`src/rtl/blit_pixser_if.sv`:
```
// Handshake/bus bundle between the display DMA fetcher, the video timing side and blit_pixser.
// Source side: pixel_valid is a one-cycle strobe with no back-pressure, so a word offered while the FIFO is full is lost.
interface blit_pixser_if #(
  parameter int DEPTH = 64
);
  localparam int LW = $clog2(DEPTH) + 1;

  logic          pixel_valid;
  logic [15:0]   pixel_data;
  logic          vblank;
  logic          de;
  logic          pix_en;
  logic          inv;
  logic          vid_pix;
  logic          vid_valid;
  logic          underrun;
  logic          overflow;
  logic [LW-1:0] fifo_level;
  logic [15:0]   underrun_cnt;

  modport master (
    output pixel_valid, pixel_data, vblank, de, pix_en, inv,
    input  vid_pix, vid_valid, underrun, overflow, fifo_level, underrun_cnt
  );

  modport slave (
    input  pixel_valid, pixel_data, vblank, de, pix_en, inv,
    output vid_pix, vid_valid, underrun, overflow, fifo_level, underrun_cnt
  );
endinterface

```
`src/rtl/blit_pixser.sv`:
```
// Framebuffer word FIFO plus MSB-first 1-bit pixel serialiser with vblank flush.
// Optional macro BLIT_PIXSER_UNDERRUN_CNT_EN builds a saturating underrun counter.
module blit_pixser #(
  parameter int DEPTH = 64
) (
  input  logic          clk,
  input  logic          rst,
  blit_pixser_if.slave  bus,
  output logic          dbg_state_o
);
  localparam int AW = $clog2(DEPTH);

  typedef enum logic {ST_IDLE, ST_SHIFT} ser_state_t;

  logic [15:0]   mem_q [DEPTH];
  logic [AW-1:0] wr_ptr_q, wr_ptr_d;
  logic [AW-1:0] rd_ptr_q, rd_ptr_d;
  logic [AW:0]   count_q, count_d;
  logic          overflow_q, overflow_d;

  ser_state_t    state_q, state_d;
  logic [15:0]   shreg_q, shreg_d;
  logic [3:0]    bitcnt_q, bitcnt_d;
  logic          vid_pix_q, vid_pix_d;
  logic          vid_valid_q, vid_valid_d;
  logic          underrun_q, underrun_d;

  logic          full, empty, push, pop, consume;
  logic [15:0]   head;

  assign full    = (count_q == (AW+1)'(DEPTH));
  assign empty   = (count_q == '0);
  assign push    = bus.pixel_valid && !full && !bus.vblank;
  assign consume = bus.pix_en && bus.de && !bus.vblank;
  assign head    = mem_q[rd_ptr_q];

  always_ff @(posedge clk) begin
    if (push) mem_q[wr_ptr_q] <= bus.pixel_data;
  end

  // Flush wins over both push and pop; overflow clears on the same flush.
  always_comb begin
    wr_ptr_d   = wr_ptr_q;
    rd_ptr_d   = rd_ptr_q;
    count_d    = count_q;
    overflow_d = overflow_q;
    if (bus.vblank) begin
      wr_ptr_d   = '0;
      rd_ptr_d   = '0;
      count_d    = '0;
      overflow_d = 1'b0;
    end else begin
      if (push) wr_ptr_d = wr_ptr_q + AW'(1);
      if (pop)  rd_ptr_d = rd_ptr_q + AW'(1);
      if (push && !pop)      count_d = count_q + (AW+1)'(1);
      else if (!push && pop) count_d = count_q - (AW+1)'(1);
      if (bus.pixel_valid && full) overflow_d = 1'b1;
    end
  end

  always_comb begin
    state_d     = state_q;
    shreg_d     = shreg_q;
    bitcnt_d    = bitcnt_q;
    pop         = 1'b0;
    vid_pix_d   = vid_pix_q;
    vid_valid_d = 1'b0;
    underrun_d  = 1'b0;
    if (bus.vblank) begin
      state_d  = ST_IDLE;
      bitcnt_d = 4'd0;
    end else if (consume) begin
      vid_valid_d = 1'b1;
      if (state_q == ST_SHIFT) begin
        vid_pix_d = shreg_q[15] ^ bus.inv;
        if (bitcnt_q != 4'd15) begin
          shreg_d  = {shreg_q[14:0], 1'b0};
          bitcnt_d = bitcnt_q + 4'd1;
        end else if (!empty) begin
          shreg_d  = head;
          pop      = 1'b1;
          bitcnt_d = 4'd0;
        end else begin
          state_d = ST_IDLE;
        end
      end else begin
        // Starved pixel: emit background, but pick up a waiting word for the next one.
        vid_pix_d  = bus.inv;
        underrun_d = 1'b1;
        if (!empty) begin
          shreg_d  = head;
          pop      = 1'b1;
          bitcnt_d = 4'd0;
          state_d  = ST_SHIFT;
        end
      end
    end else if (state_q == ST_IDLE && !empty) begin
      shreg_d  = head;
      pop      = 1'b1;
      bitcnt_d = 4'd0;
      state_d  = ST_SHIFT;
    end
  end

  always_ff @(posedge clk or posedge rst) begin
    if (rst) begin
      wr_ptr_q    <= '0;
      rd_ptr_q    <= '0;
      count_q     <= '0;
      overflow_q  <= 1'b0;
      state_q     <= ST_IDLE;
      shreg_q     <= 16'h0;
      bitcnt_q    <= 4'd0;
      vid_pix_q   <= 1'b0;
      vid_valid_q <= 1'b0;
      underrun_q  <= 1'b0;
    end else begin
      wr_ptr_q    <= wr_ptr_d;
      rd_ptr_q    <= rd_ptr_d;
      count_q     <= count_d;
      overflow_q  <= overflow_d;
      state_q     <= state_d;
      shreg_q     <= shreg_d;
      bitcnt_q    <= bitcnt_d;
      vid_pix_q   <= vid_pix_d;
      vid_valid_q <= vid_valid_d;
      underrun_q  <= underrun_d;
    end
  end

`ifdef BLIT_PIXSER_UNDERRUN_CNT_EN
  logic [15:0] ucnt_q;
  always_ff @(posedge clk or posedge rst) begin
    if (rst) begin
      ucnt_q <= 16'h0;
    end else if (underrun_q && ucnt_q != 16'hFFFF) begin
      ucnt_q <= ucnt_q + 16'd1;
    end
  end
  assign bus.underrun_cnt = ucnt_q;
`else
  assign bus.underrun_cnt = 16'h0;
`endif

  assign bus.vid_pix    = vid_pix_q;
  assign bus.vid_valid  = vid_valid_q;
  assign bus.underrun   = underrun_q;
  assign bus.overflow   = overflow_q;
  assign bus.fifo_level = count_q;
  assign dbg_state_o    = (state_q == ST_SHIFT);
endmodule
```
`src/flat_wrapper.sv`:
```
// flat-port wrapper written by rule: the top's interface ports become plain ports
module blit_pixser_flat 
#(
  parameter int DEPTH = 64
)
  (clk, rst, dbg_state_o, bus_pixel_valid, bus_pixel_data, bus_vblank, bus_de, bus_pix_en, bus_inv, bus_vid_pix, bus_vid_valid, bus_underrun, bus_overflow, bus_fifo_level, bus_underrun_cnt);
  blit_pixser_if #(.DEPTH(DEPTH)) bus_i ();
  input  logic clk;
  input  logic rst;
  output logic dbg_state_o;
  input wire logic [$bits(bus_i.pixel_valid)-1:0] bus_pixel_valid;
  input wire logic [$bits(bus_i.pixel_data)-1:0] bus_pixel_data;
  input wire logic [$bits(bus_i.vblank)-1:0] bus_vblank;
  input wire logic [$bits(bus_i.de)-1:0] bus_de;
  input wire logic [$bits(bus_i.pix_en)-1:0] bus_pix_en;
  input wire logic [$bits(bus_i.inv)-1:0] bus_inv;
  output wire logic [$bits(bus_i.vid_pix)-1:0] bus_vid_pix;
  output wire logic [$bits(bus_i.vid_valid)-1:0] bus_vid_valid;
  output wire logic [$bits(bus_i.underrun)-1:0] bus_underrun;
  output wire logic [$bits(bus_i.overflow)-1:0] bus_overflow;
  output wire logic [$bits(bus_i.fifo_level)-1:0] bus_fifo_level;
  output wire logic [$bits(bus_i.underrun_cnt)-1:0] bus_underrun_cnt;
  assign bus_i.pixel_valid = bus_pixel_valid;
  assign bus_i.pixel_data = bus_pixel_data;
  assign bus_i.vblank = bus_vblank;
  assign bus_i.de = bus_de;
  assign bus_i.pix_en = bus_pix_en;
  assign bus_i.inv = bus_inv;
  assign bus_vid_pix = bus_i.vid_pix;
  assign bus_vid_valid = bus_i.vid_valid;
  assign bus_underrun = bus_i.underrun;
  assign bus_overflow = bus_i.overflow;
  assign bus_fifo_level = bus_i.fifo_level;
  assign bus_underrun_cnt = bus_i.underrun_cnt;
  blit_pixser #(.DEPTH(DEPTH)) u_core (.clk(clk), .rst(rst), .bus(bus_i), .dbg_state_o(dbg_state_o));
endmodule
```
`config.mk`:
```
export PLATFORM = sky130hd
export DESIGN_NAME = blit_pixser_flat
export DESIGN_NICKNAME = d
export VERILOG_FILES = /design/src/rtl/blit_pixser_if.sv /design/src/rtl/blit_pixser.sv /design/src/flat_wrapper.sv
export SDC_FILE = /design/constraint.sdc
export NUM_CORES = 1
export LEC_CHECK = 0
export BUFFER_PORTS_ARGS = -buffer_cell sky130_fd_sc_hd__buf_4
export CORE_MARGIN = 4
export CORE_UTILIZATION = 55
export DETAILED_ROUTE_END_ITERATION = 8
export PLACE_DENSITY = 0.71
export SYNTH_ARGS = -nofsm -noshare
export SYNTH_HDL_FRONTEND = slang
export SYNTH_SLANG_ARGS = --single-unit
```
`constraint.sdc`:
```
create_clock -name clk -period 9.2 [get_ports clk]
set_clock_uncertainty 0.05 [all_clocks]
set_input_delay 1.84 -clock clk [delete_from_list [all_inputs] [get_ports clk]]
set_output_delay 1.84 -clock clk [all_outputs]
set_load 0.005 [all_outputs]
```
Word level (Yosys, flattened, before mapping)

Memories as Yosys holds them, arrays and structs flattened.
Cells that the tools add are included.
W data, S select, Z words.

Flip-flop bits (word level): 44
RAM bits: 1024
Input bits: 23
Output and inout port bits: 28
Logic and storage cells: 82
Memories kept: 1

Memories:

| memory       | words | bits a word | read ports | clocked after memory_dff | wr ports | line              | RTL |
|---|---|---|---|---|---|---|---|
| u_core.mem_q | 64    | 16          | 1          | 0                        | 1        | blit_pixser.sv:15 | `logic [15:0] mem_q [DEPTH];` |

$add $sub $neg: 5
Eq/ne operators: 2
Multiplexer cells: 39
Bitwise gates (word level): 3
Reductions and logical operators: 22

Operators with widths:

| kind                  | count |
|---|---|
| $mux W16              | 5 |
| $mux W4               | 6 |
| $mux W6               | 4 |
| $mux W1               | 21 |
| $mux W7               | 3 |
| $add A6 B1 Y6 const B | 2 |
| $logic_and A1 B1 Y1   | 8 |
| $reduce_bool A2 Y1    | 4 |
| $add A7 B1 Y7 const B | 1 |
| $eq A7 B7 Y1 const B  | 1 |
| $logic_not A7 Y1      | 1 |
| $sub A7 B1 Y7 const B | 1 |
| $reduce_bool A3 Y1    | 2 |
| $logic_not A1 Y1      | 5 |
| $add A4 B1 Y4 const B | 1 |
| $ne A4 B4 Y1 const B  | 1 |
| $reduce_and A2 Y1     | 2 |
| $not A1 Y1            | 2 |
| $xor A1 B1 Y1         | 1 |

Logic depth before layout (Yosys ltp)

Gate-level depths: netlist of run 1.

Word-level depth: 10
Depth in mapped cells: 16

Least setup slack after synthesis of run 1

Ideal clock, no wire load.

Path kind: input to register
From: input port bus_vblank
To: register u_core.count_q[6], in the netlist u_core.bus.fifo_level[6]
Library setup time: 125 ps
Arrival: 4703 ps
Required time: 9025 ps
Setup slack: 4322 ps
Cell stages on the path: 15
Cell sequence: buf_2 or2_2 clkbuf_1 o21ai_0 nand2_1 nand2_1 or2_2 ha_1 nor2b_1 o21ai_0 nand2b_1 a21o_1 a2111o_1 o21ai_0 mux2_2

Longest elaborated chain between the ends: 8
Elaborated cells on any way between the ends: 12
Classes of those cells: mux: 4; reduce/logical: 8

RTL lines:

| what                   | line                                 | RTL |
|---|---|---|
| start: declaration     | flat_wrapper.sv:13                   | `input wire logic [$bits(bus_i.vblank)-1:0] bus_vblank;` |
| $logic_not A1 Y1       | blit_pixser.sv:33, blit_pixser.sv:34 |  |
| $logic_and A1 B1 Y1    | blit_pixser.sv:34                    | `assign consume = bus.pix_en && bus.de && !bus.vblank;` |
| $mux W1                | blit_pixser.sv:72                    | `end else if (consume) begin` |
| $mux W1                | blit_pixser.sv:69                    | `if (bus.vblank) begin` |
| $logic_not A1 Y1       | blit_pixser.sv:55                    | `if (push && !pop) count_d = count_q + (AW+1)'(1);` |
| $logic_and A1 B1 Y1    | blit_pixser.sv:55                    |  |
| $mux W7                | blit_pixser.sv:55                    |  |
| $mux W7                | blit_pixser.sv:47                    | `if (bus.vblank) begin` |
| end signal: assignment | blit_pixser.sv:120                   | `count_q <= count_d;` |
| end: declaration       | blit_pixser.sv:18                    | `logic [AW:0] count_q, count_d;` |

Several ways; a longest one is shown, not always the timed one.
A chain may end at the register's enable or synchronous reset.

Worst setup path after layout of run 1

Same ends and word-level chain as after synthesis.

==> results of run 1 <==
-- worst register-to-register path: cells and delay by family, from the launching register on --
family	cells	cell delay, ps
flops	1	890
buf+inv	2	1640
compound gates	3	980
mux	1	650
simple gates	1	180
-- layout make-up --
| type | instances | area, um^2 | share of cell area |
|---|---|---|---|
| clock buffers | 126 | 2740 | 0.0584 |
| clock inverters | 66 | 659 | 0.0141 |
| inverters | 9 | 33.8 | 0.000721 |
| multi-input cells | 931 | 9410 | 0.201 |
| flip-flops and latches | 1068 | 31900 | 0.680 |
| well taps | 969 | 1210 | 0.0259 |
| repair buffers | 121 | 921 | 0.0197 |
-- where the power goes --
part | internal (uW) | total, uW | switching, uW
Clock | 2360 | 4170 | 1810
Combinational | 856 | 1910 | 1060
Sequential | 5400 | 5540 | 146
Total | 8610 | 11600 | 3010
-- metal layers --
layer | global-route usage | vias up | wire, um
met1 | 0.356 | 11200 | 39900
met5 | 0 | - | 0
met4 | 0.0646 | 0 | 2530
li1 | - | 8976 | -
met3 | 0.0431 | 177 | 7800
met2 | 0.368 | 993 | 45700
-- through the flow --
stage	hold slack, ps	worst slack [ps]	instances
floorplan	423	4320	2159
global placement	436	3420	3098
detailed placement	437	3360	3098
CTS	450	4060	3290
global route	484	3680	3290
finish	446	3980	3290
-- layout by cell type (no fill, tap or decap), drive strengths merged, types with 3 or more instances in the layout --
cell type	Yosys	layout
o21ai	37	37
nor2b	6	6
mux2i	138	138
a22oi	30	30
nand2	55	55
clkbuf	78	126
edfxtp	1024	1024
a31oi	34	34
clkinvlp	0	6
dfrtp	44	44
o221ai	30	30
nand4	21	21
inv	9	12
a22o	15	15
or2	3	3
nor2	108	108
a21oi	69	69
xor2	8	8
xnor2	7	7
mux4	199	199
o22ai	29	29
conb	1	16
a2111oi	15	15
nand3b	4	4
nor3	26	26
nand2b	4	4
a21o	3	3
ha	9	9
a211oi	19	19
nand3	27	27
bufinv	0	8
clkinv	0	49
buf	73	121
or3	3	3
-- path summary, 6_finish.rpt --
path / from / to / slack (ps)
worst min register to register: u_core.bus.overflow / u_core.bus.overflow / 450
max in group asynchronous: rst / u_core.rd_ptr_q[2] / 6950
worst max-delay path: bus_vblank / u_core.bus.fifo_level[6] / 3980
worst max register to register: u_core.rd_ptr_q[0] / u_core.shreg_q[3] / 4610
worst min-delay path: u_core.bus.overflow / u_core.bus.overflow / 450
min in group asynchronous: rst / u_core.bus.overflow / 1370
-- kinds of logic (layout without fill, tap and decap cells) --
group,after synthesis,in the layout
compound gates,289,289
other cells,1,16
flops,1068,1068
simple gates,262,262
buf+inv,160,322
mux,339,339
xor+xnor,15,15
fa+ha+maj,10,10
-- state kept, by name, summed over array words and instances (netlist names) --
register	count
u_core.mem_q	1024
u_core.shreg_q	16
u_core.bus.fifo_level	7
u_core.rd_ptr_q	6
u_core.wr_ptr_q	6
u_core.bitcnt_q	4
u_core.bus.overflow	1
u_core.bus.underrun	1
u_core.bus.vid_pix	1
u_core.bus.vid_valid	1
u_core.dbg_state_o	1
==> reports/results.ini, run 1 <==
[global_routing]
grt_start_max_net_pins = 114
antenna_found_initial = 1
grt_usage = 0.238
grt_pass1_vias = 21100
overflow = 0
grt_pass1_wl_um = 142000

[synthesis]
synth-seq-area-share = 0.760
yosys_register_bits = 1068
synth-compound-area-share = 0.0456
yosys-mux-area-fraction = 0.140
synthArstFlopShare = 0.0412
syn_area_um2 = 41900
synthTopCellsByCount = edfxtp_1 (1024), mux4_2 (199), mux2i_1 (138)
synth_simple_gate_area_share = 0.0281
yosysTopAreaCell = edfxtp_1
synthCells = 2144
yosys.area_share.xor_xnor = 0.00314
synth_edf_count = 1024
yosysMostFrequentCell = edfxtp_1
synthAdderAreaFrac = 0.00317
dominantRegCellSynth = edfxtp_1
syn_avg_cell_area_um2 = 19.5
yosysUniqueCellTypes = 47
synth_top_cell_area_share = 0.734
netlist_top_cells_area = edfxtp_1 (73%), mux4_2 (11%), mux2i_1 (3.3%), dfrtp_1 (2.6%), nor2_1 (0.97%)
synth_top_family_by_area = multiplexers
yosysWarnings = 0

[timing]
finalCriticalPeriod_ps = 5220
fmax_mhz = 192
rsz0062_at_grt = no
fin_tns_setup_ps = 0
maxSlewViolCount = 0
hold_violations = 0
setup_viol = 0
fin_crit_sh = 0.567
relSlewSlack = 0.202
tightest_slew_ps = 1170

[placement]
dp_hpwl_um = 53400
place_congestion = 0.870
dpl_cell_area_um2 = 43400
port_buffers = 34

[clocking]
cts_resized = 0
cts_htree_levels = 3
cts_hold_buf = 0
insertion_delay_ps = 690
clk_path_buf_depth = 3
cts_made_buffers = 104
postCtsSetupRepairBufs = 0
cts_tree = yes
cts_sinks = 1068
path_clk_slew_ps = 60
cts_root_buffer = clkbuf_16

[setup_path]
crit_family = simple AND/OR/NAND/NOR gates
worstPathMaxFanout = 55
r2r_cells = 7
start_kind = input pin
cp-end-kind = flip-flop
crit_top_cell = o21ai_0
cp_data_required_time_ps = 9710
critPathArrivalTime_ps = 5720
path_cells = buf_4, or2_2, o21ai_0, nand2_1, nand2_1, or2_2, ha_1, nor2b_1, o21ai_0, nand2b_1, a21o_1, a2111o_1, o21ai_0, mux2_2
max_stage_delay_ps = 570
path_class = in -> reg
path_buf_inv = 1
slowest_stage = or2_2
cp.depth = 14

[detailed_routing]
firstDrtPassIters = 6
drt_iter0_markers = 2707
post-route-drc-count = 0
avgRoutedWirePerCell_um = 29.2
ant_nets = 0
vias_per_cell = 6.49
num_vias = 21400
wirelength_um = 96000

[power_and_ir_drop]
power.density_nw_per_um2 = 248
p_leak_uw = 0.0146
total_power_uw = 11600
vdd_drop_max_v = 0.000233

[final_layout]
fillerInstances = 5098
final_util = 0.625
drive_gt1_frac = 0.219
area_delta_synth_final_pct = 11.8
fin_area_um2 = 46800
layout.nets = 2268
antenna_cells = 0

[hold_path]
holdPathStages = 2
hp-class = reg -> reg

[floorplan]
fp.dieH_um = 284
core-area_um2 = 74900
rows = 100
die_w_um = 284
start_util = 0.559
die-area_um2 = 80700
ios = 51

[flow_run]
cap_violations = 0

[outcome]
status = finished, final reports clean

(Power assumes the default switching activity.)
==> inputs of run 2 (changes only) <==
Settings changed: PLACE_DENSITY 0.71 to 0.74.
Clock period 9.2 ns to 4.7 ns, I/O delays scaled along.
==> run 2 against run 1 <==
  * Utilization up 0.64 points
  * Total power up 100%
  * Setup slack worse by 3200 ps
  * Register-to-register slack worse by 3900 ps
  * Clock power up 110%
  * Global-route usage up 0.20 points
  * First-iteration DRC count up 7.8%
  * Sequential power up 95%
  * Sequential share of layout area down 0.69 points
  * Design area up 1.0%
  * Via count up 2.1%
==> reports/results.ini, run 2 (same netlist as run 1, synthesis figures left out) <==
[setup_path]
crit_top_cell = a31oi_1
r2r_cells = 7
slowest_stage = a2111oi_0
crit_family = compound AO/OA/AOI/OAI gates
cp_data_required_time_ps = 5130
max_stage_delay_ps = 1060
rrSetupSlack_ps = 750
path_buf_inv = 1
r2r-end = u_core.shreg_q[6]
critPathArrivalTime_ps = 4380
start_kind = flip-flop
path_cells = buf_4, mux4_2, a22o_1, a2111oi_0, a21oi_1, a31oi_1, a31oi_1
cp-end-kind = flip-flop
rr_startpoint = u_core.rd_ptr_q[0]
worstPathMaxFanout = 32
cp.depth = 7
crit_path_end = u_core.shreg_q[6]
path_class = reg -> reg
crit_start = u_core.rd_ptr_q[0]

[flow_run]
cap_violations = 0

[clocking]
insertion_delay_ps = 670
cts_htree_levels = 3
cts_root_buffer = clkbuf_16
cts_tree = yes
cts_made_buffers = 104
path_clk_slew_ps = 70
cts_sinks = 1068
cts_resized = 0
clk_path_buf_depth = 3
postCtsSetupRepairBufs = 0
cts_hold_buf = 0

[power_and_ir_drop]
power.density_nw_per_um2 = 497
pwr-share-seq = 0.461
switchingPower_uw = 5910
swShare = 0.251
p_leak_uw = 0.0149
p_int_uw = 17600
pwr-share-clk = 0.376
vdd_drop_max_v = 0.000325
combinationalPowerShare = 0.163

[timing]
relSlewSlack = 0.133
rsz0062_at_grt = no
fin_worst_hold_slack_ps = 466
timing.final.ws_setup_ps = 747
fin_crit_sh = 0.841
tightest_slew_ps = 1270
maxSlewViolCount = 0
setup_viol = 0
finalCriticalPeriod_ps = 3950
hold_violations = 0
fin_tns_setup_ps = 0
fmax_mhz = 253

[floorplan]
ios = 51
die_w_um = 284
start_util = 0.559
core-area_um2 = 74900
rows = 100
fp.dieH_um = 284
die-area_um2 = 80700

[detailed_routing]
route.met2.wl_um = 47100
met1Wirelength_um = 38200
firstDrtPassIters = 8
wirelength_um = 96900
num_vias = 21800
ant_nets = 0
highest_layer = met5
wl_met3_um = 8830
avgRoutedWirePerCell_um = 29.2
post-route-drc-count = 0
vias_per_cell = 6.57
drt_iter0_markers = 2917

[global_routing]
grt_pass1_wl_um = 144000
overflow = 0
grt_usage = 0.240
antenna_found_initial = 2
grt_pass1_vias = 21500
grt_start_max_net_pins = 71

[final_layout]
top_register = u_core.mem_q
multi_input_area_um2 = 9420
largest_reg_flops = 1024
fin_area_um2 = 47300
antenna_cells = 0
layout_common_cells = edfxtp_1 (1024), mux4_2 (199), mux2i_1 (138), buf_4 (137), clkbuf_16 (105)
area_delta_synth_final_pct = 12.9
fillerInstances = 4904
drive_gt1_frac = 0.231
layout.area.seq_um2 = 31900
layout.nets = 2288
layout_commonest_cell = edfxtp_1

[outcome]
status = finished, final reports clean

[placement]
dpl_cell_area_um2 = 43600
dp_hpwl_um = 54900
place_congestion = 0.915
port_buffers = 34
post-place-ws_ps = 531

[hold_path]
hp-class = in -> async

[run 2: stage by stage]
stage          instances  power, uW   util
2_1_floorplan       2159      13700      -
3_3_place_gp        3118      14700  0.582
3_5_place_dp        3118      14800  0.582
4_1_cts             3315      23600  0.631
5_1_grt             3315      24300  0.631
6_report            3315      23500  0.631
[run 2: area by class of cell]
type,instances,area share
Clock buffer,132,0.0594
Clock inverter,65,0.0185
Inverter,9,0.000714
Multi-Input combinational cell,931,0.199
Sequential cell,1068,0.673
Tap cell,969,0.0256
Timing Repair Buffer,141,0.0234
[run 2: per-layer routing]
| layer | up-vias | track usage |
|---|---|---|
| met1 | 11400 | 0.344 |
| met3 | 186 | 0.0423 |
| li1 | 9027 | - |
| met2 | 1195 | 0.384 |
| met4 | 2 | 0.0740 |
| met5 | - | 0 |
[run 2: worst reg2reg max path, stage by stage (launching register included)]
cell and delay [ps]:
dfrtp_4 930, buf_4 440, mux4_2 540, a22o_1 280, a2111oi_0 1060, a21oi_1 110
a31oi_1 230, a31oi_1 110
[run 2: how the worst min path moves through the flow]
stage,start,end
6_report,rst,u_core.bus.fifo_level[4]
5_1_grt,bus_pixel_valid,u_core.bus.overflow
4_1_cts,bus_pixel_valid,u_core.bus.overflow
3_5_place_dp,u_core.bus.overflow,u_core.bus.overflow
3_3_place_gp,u_core.bus.overflow,u_core.bus.overflow
2_1_floorplan,u_core.bus.vid_pix,u_core.bus.vid_pix
[run 2: power groups by stage]
stage | Sequential (uW) | Combinational, uW | Clock, uW
final | 10800 | 3840 | 8840
after global placement | 11000 | 3740 | 0
after CTS | 10800 | 3850 | 8930
after detailed placement | 11000 | 3830 | 0
after floorplan | 10900 | 2830 | 0
after global routing | 10800 | 4100 | 9370
